## config.mk

```make
export PLATFORM = sky130hd
export DESIGN_NAME = spi_slave
export DESIGN_NICKNAME = d
export VERILOG_FILES = /design/src/rtl/spi_pkg.sv /design/src/rtl/spi_tx_serializer.sv /design/src/rtl/spi_slave.sv
export SDC_FILE = /design/constraint.sdc
export NUM_CORES = 1
export LEC_CHECK = 0
export ABC_AREA = 1
export BUFFER_PORTS_ARGS = -buffer_cell sky130_fd_sc_hd__buf_2
export CAP_MARGIN = 20
export CORE_MARGIN = 4
export CORE_UTILIZATION = 57
export DETAILED_ROUTE_END_ITERATION = 10
export PLACE_DENSITY = 0.79
export SLEW_MARGIN = 5
export SYNTH_ARGS = -nofsm -noshare
export SYNTH_HDL_FRONTEND = slang
export SYNTH_SLANG_ARGS = --single-unit
```

## constraint.sdc

```tcl
create_clock -name clk -period 1.75 [get_ports clk]
set_input_delay 0.2625 -clock clk [delete_from_list [all_inputs] [get_ports clk]]
set_output_delay 0.2625 -clock clk [all_outputs]
set_load 0.1 [all_outputs]
```

## src/rtl/spi_pkg.sv

```systemverilog
`default_nettype none
// ----------------------------------------------------------------------------
// spi_pkg : shared states, command encodings and width defaults for spi_slave.
// Rev 1.0
// ----------------------------------------------------------------------------
package spi_pkg;

  localparam int DEF_WORD_W = 10;
  localparam int DEF_DATA_W = 8;

  localparam logic [1:0] CMD_WR_ADDR = 2'b00;
  localparam logic [1:0] CMD_WR_DATA = 2'b01;
  localparam logic [1:0] CMD_RD_ADDR = 2'b10;
  localparam logic [1:0] CMD_RD_DATA = 2'b11;

  typedef enum logic [2:0] {
    IDLE      = 3'd0,
    CHK_CMD   = 3'd1,
    WRITE     = 3'd2,
    READ_ADD  = 3'd3,
    READ_DATA = 3'd4
  } state_t;

endpackage
`default_nettype wire

```

## src/rtl/spi_tx_serializer.sv

```systemverilog
`default_nettype none
// ----------------------------------------------------------------------------
// spi_tx_serializer : loads a byte, shifts it MSB-first onto MISO, flags done.
// Optional odd-parity trailer bit: SPI_SLAVE_MISO_PARITY_EN.  Rev 1.0
// ----------------------------------------------------------------------------
module spi_tx_serializer
  import spi_pkg::*;
#(
  parameter int DATA_W = DEF_DATA_W
) (
  input  logic              clk,
  input  logic              rst_n,
  input  logic              clear,
  input  logic              load,
  input  logic              enable,
  input  logic [DATA_W-1:0] data,
  output logic              miso,
  output logic              done
);

  localparam int CNT_W = $clog2(DATA_W);

  logic [DATA_W-2:0] shift_q;
  logic [CNT_W-1:0]  remain;
  logic              busy;
  logic              last;

`ifdef SPI_SLAVE_MISO_PARITY_EN
  logic parity_q;
  logic parity_phase;
  assign last = busy && (remain == '0) && parity_phase;
`else
  assign last = busy && (remain == '0);
`endif

  // An abort on the same edge as the final bit counts as an abort, not completion.
  assign done = last && enable && !clear;

  always_ff @(posedge clk or negedge rst_n) begin
    if (!rst_n) begin
      shift_q <= '0;
      remain  <= '0;
      busy    <= 1'b0;
      miso    <= 1'b0;
`ifdef SPI_SLAVE_MISO_PARITY_EN
      parity_q     <= 1'b0;
      parity_phase <= 1'b0;
`endif
    end else if (clear) begin
      busy <= 1'b0;
      miso <= 1'b0;
`ifdef SPI_SLAVE_MISO_PARITY_EN
      parity_phase <= 1'b0;
`endif
    end else if (load) begin
      miso    <= data[DATA_W-1];
      shift_q <= data[DATA_W-2:0];
      remain  <= CNT_W'(DATA_W - 1);
      busy    <= 1'b1;
`ifdef SPI_SLAVE_MISO_PARITY_EN
      parity_q     <= ~^data;
      parity_phase <= 1'b0;
`endif
    end else if (busy && enable) begin
      if (remain != '0) begin
        miso    <= shift_q[DATA_W-2];
        shift_q <= {shift_q[DATA_W-3:0], 1'b0};
        remain  <= remain - CNT_W'(1);
      end
`ifdef SPI_SLAVE_MISO_PARITY_EN
      else if (!parity_phase) begin
        miso         <= parity_q;
        parity_phase <= 1'b1;
      end
`endif
      else begin
        miso <= 1'b0;
        busy <= 1'b0;
      end
    end
  end

endmodule
`default_nettype wire

```

## src/rtl/spi_slave.sv

```systemverilog
`default_nettype none
// ----------------------------------------------------------------------------
// spi_slave : SPI mode-0 slave, 10-bit word deserialiser with RAM read-back.
// Optional MISO parity trailer: SPI_SLAVE_MISO_PARITY_EN.  Rev 1.0
// ----------------------------------------------------------------------------
module spi_slave
  import spi_pkg::*;
#(
  parameter int WORD_W = DEF_WORD_W,
  parameter int DATA_W = DEF_DATA_W
) (
  input  logic              clk,
  input  logic              rst_n,
  input  logic              SS_n,
  input  logic              MOSI,
  output logic              MISO,
  output logic [WORD_W-1:0] rx_data,
  output logic              rx_valid,
  input  logic [DATA_W-1:0] tx_data,
  input  logic              tx_valid
);

  localparam logic [3:0] LAST_BIT = 4'(WORD_W - 1);
  localparam logic [3:0] WAIT_TX  = 4'(WORD_W);

  state_t            state;
  state_t            next_state;
  logic [3:0]        bit_cnt;
  logic [WORD_W-2:0] shift_q;
  logic              rd_addr_done;

  logic shift_en;
  logic rx_fire;
  logic tx_load;
  logic tx_abort;
  logic tx_en;
  logic tx_done;

  always_comb begin
    next_state = state;
    shift_en   = 1'b0;
    rx_fire    = 1'b0;
    tx_load    = 1'b0;
    unique case (state)
      IDLE: begin
        if (!SS_n) next_state = CHK_CMD;
      end
      CHK_CMD: begin
        if (SS_n)              next_state = IDLE;
        else if (!MOSI)        next_state = WRITE;
        else if (rd_addr_done) next_state = READ_DATA;
        else                   next_state = READ_ADD;
      end
      WRITE, READ_ADD, READ_DATA: begin
        if (SS_n) begin
          next_state = IDLE;
        end else if (bit_cnt <= LAST_BIT) begin
          shift_en = 1'b1;
          rx_fire  = (bit_cnt == LAST_BIT);
        end else if ((state == READ_DATA) && (bit_cnt == WAIT_TX) && tx_valid) begin
          // Counter moves past WAIT_TX so a late tx_valid is ignored.
          tx_load = 1'b1;
        end
      end
      default: next_state = IDLE;
    endcase
  end

  assign tx_abort = (state != IDLE) && (next_state == IDLE);
  assign tx_en    = (state == READ_DATA);

  always_ff @(posedge clk or negedge rst_n) begin
    if (!rst_n) state <= IDLE;
    else        state <= next_state;
  end

  always_ff @(posedge clk or negedge rst_n) begin
    if (!rst_n) begin
      bit_cnt      <= '0;
      shift_q      <= '0;
      rx_data      <= '0;
      rx_valid     <= 1'b0;
      rd_addr_done <= 1'b0;
    end else begin
      rx_valid <= rx_fire;
      if (next_state != state)      bit_cnt <= '0;
      else if (shift_en || tx_load) bit_cnt <= bit_cnt + 4'd1;
      if (shift_en) shift_q <= {shift_q[WORD_W-3:0], MOSI};
      if (rx_fire)  rx_data <= {shift_q, MOSI};
      if (rx_fire && (state == READ_ADD)) rd_addr_done <= 1'b1;
      else if (tx_done)                   rd_addr_done <= 1'b0;
    end
  end

  spi_tx_serializer #(
    .DATA_W (DATA_W)
  ) u_tx_serializer (
    .clk    (clk),
    .rst_n  (rst_n),
    .clear  (tx_abort),
    .load   (tx_load),
    .enable (tx_en),
    .data   (tx_data),
    .miso   (MISO),
    .done   (tx_done)
  );

endmodule
`default_nettype wire

```

==> flow_metrics.tcl <==
set metrics [dict create \
    post-route-min-period_ns 1.654 \
    ys_types 21 \
    p_total_mw 1.836 \
    insertion_delay_ns 0.34 \
    comb_power_share 0.172 \
    gp_congestion 0.8546 \
    synth_top_area_frac 0.5086 \
    core-area_mm2 0.003337 \
    area_delta_synth_final_pct 14.81 \
    grt_pass1_vias 1498 \
    antenna_found_initial 0 \
    postSynthAreaPerCell_um2 7.810 \
    yosys.area.top_type "dfrtp_1" \
    fin_nets 307 \
    synth-main-ff-cell "dfrtp_1" \
    setup_viol 0 \
    p_sw_frac 0.3053 \
    cts_buffers 5 \
    max_cap_viol_count 0 \
    n_antenna_cell 0 \
    worst_slew_pin_slew_ns 0.5990 \
    num_rows 21 \
    ios 25 \
    cts_tree "built" \
    io_buffers 24 \
    cp-end-kind "flop" \
    syn_area_mm2 0.001968 \
    initial_core_util 0.5898 \
    placed_area_mm2 0.002167 \
    synthArstFlopShare 1.000 \
    crit_type "reg -> reg" \
    p_int_mw 1.275 \
    worstPathRequired_ns 2.00 \
    dp_hpwl_um 2731 \
    ir_drop_v 0.0005506 \
    grt_max_degree 29 \
    hold_class "in -> reg" \
    yosys_warnings 0 \
    syn_nets 271 \
    p_leak_nw 1.216 \
    post-route-period-util 0.9449 \
    synth-seq-cells 40 \
    clock.fmax_mhz 604.8 \
    synthTopCellsByArea "dfrtp_1 51%, nand2_1 15%, o21ai_0 6.6%" \
    grt_pass1_wl_um 6375 \
    stdcell_area_mm2 0.002260 \
    syn_inst 252 \
    wl_per_cell_um 11.34 \
    cts.reportedPaths.clkPinSlew_ns 0.12 \
    die_area_mm2 0.004457 \
    p_clk_frac 0.240 \
    seq_area_frac_synth 0.5086 \
    vias 1629 \
    p_switching_mw 0.5605 \
    whs_ns 0.1156 \
    n_fill_cell 296 \
    report.final.slew_viol_count 0 \
    seq_power_share 0.588 \
    synth_most_common_cell "nand2_1" \
    synth-edff-count 0 \
    drtIter0Drc 80 \
    drive_gt1_frac 0.1806 \
    status "finished, final reports clean" \
    root_buffer "clkbuf_4" \
    cts_sinks 40 \
    fin_skew_ns 0.008974 \
    multiInputGateArea_um2 815.8 \
    die_x_um 66.76 \
    hold_viol 0 \
    dr.pass1.iters 4 \
    clk_path_buf_depth 2 \
    rsz0062_at_grt "yes" \
    ant_nets 0 \
    drt_wl_total_um 3786 \
    grtUsageTotal 0.1878 \
    power_density_mw_per_mm2 812.4 \
    synth_commonest_cells "80 x nand2_1, 40 x dfrtp_1, 29 x inv_1, 29 x nor2_1, 26 x o21ai_0" \
    regArea_mm2 0.001001 \
    relSlewSlack 0.6007 \
    htreeDepth 2 \
    cp.arrival_ns 1.90 \
    viasPerCell 4.877 \
    drc 0 \
    die_h_um 66.76 \
    start_kind "flop" \
    overflow 0 \
    critPathMaxFanout 12 \
]
-- final cells by class --
| cell class | count | share of cell area |
|---|---|---|
| inverter | 32 | 0.05426 |
| clock inverter | 2 | 0.005537 |
| clock buffer | 5 | 0.01661 |
| tap | 46 | 0.02547 |
| sequential | 40 | 0.4430 |
| timing repair buffer | 35 | 0.09413 |
| multi-input combinational | 174 | 0.3610 |
-- cell usage in the layout (no fill, tap or decap), drive strengths merged --
cell	n
nor2	32
nand2	82
clkbuf	5
nor4	1
nand3	11
nand4	2
clkinvlp	1
dlygate4sd3	1
xnor2	1
o21ai	26
dfrtp	40
a21oi	10
buf	34
ha	6
inv	32
nor3	3
clkinv	1
-- power groups by stage --
stage | Clock [mW] | Sequential (mW) | Combinational, mW
2_1_floorplan | 0 | 1.08 | 0.215
3_3_place_gp | 0 | 1.09 | 0.297
3_5_place_dp | 0 | 1.10 | 0.304
4_1_cts | 0.455 | 1.08 | 0.310
5_1_grt | 0.492 | 1.09 | 0.380
6_report | 0.441 | 1.08 | 0.316
-- flip-flops by register name, summed over array words and instances, names as in the netlist --
signal / cells
state: 3
u_tx_serializer.remain: 3
shift_q: 9
rx_valid: 1
u_tx_serializer.shift_q: 7
bit_cnt: 4
rd_addr_done: 1
u_tx_serializer.miso: 1
u_tx_serializer.busy: 1
rx_data: 10
-- metal layers --
metal / share of wire / wire length [um] / up-vias / global-route usage
met1: 0.47 / 1777 / 733 / 0.2538
met4: 0.011 / 40 / 0 / 0.05330
li1: - / - / 850 / -
met5: 0 / 0 / - / 0
met3: 0.056 / 211 / 6 / 0.05059
met2: 0.46 / 1757 / 40 / 0.2958
-- kinds of logic (layout without fill, tap and decap cells) --
group	Yosys count	count (layout)	share of synthesized area
AND/OR/NAND/NOR	131	131	0.2765
flip-flops	40	40	0.5086
buffers and inverters	38	74	0.08074
AO/OA/AOI/OAI	36	36	0.09154
adder cells (fa/ha/maj)	6	6	0.03814
XOR/XNOR	1	1	0.004451
-- per-stage QoR --
stage	setup slack [ns]	utilization	setup TNS [ns]	cells
after floorplan	0.1772	-	0	252
after detailed placement	0.05622	0.6494	0	324
after global placement	0.1338	0.6494	0	324
after CTS	0.04130	0.6674	0	332
final	0.09645	0.6772	0	334
after global routing	-0.04517	0.6772	-0.1677	334
-- path summary, 6_finish.rpt --
path	startpoint	to	slack [ns]	cells past startpoint
worst max-delay path	bit_cnt[1]	u_tx_serializer.remain[1]	0.1	13
worst min-delay path	tx_data[0]	u_tx_serializer.shift_q[0]	0.12	3
worst max register to register	bit_cnt[1]	u_tx_serializer.remain[1]	0.1	13
worst min register to register	rx_data[6]	rx_data[6]	0.49	2
max in group asynchronous	rst_n	shift_q[3]	0.73	3
min in group asynchronous	rst_n	state[2]	0.44	2
-- worst max-delay path, cell delays in order, from the launching register on --
cell	delay (ns)
dfrtp_1	0.43
inv_1	0.12
ha_1	0.16
inv_1	0.05
nand2_1	0.06
nand2_1	0.04
nand2_1	0.09
inv_2	0.06
nand2_2	0.12
nand2_1	0.10
nand2_4	0.15
inv_4	0.07
nand2_1	0.06
nand2_1	0.05
-- timing repair --
action,4_1_cts,5_1_grt
hold endpoints to repair,26,0
endpoints found under the setup margin,0,13
hold buffers,1,0
gates resized for setup,0,6
buffers inserted,0,2
Power figures use the tool's default switching activity.
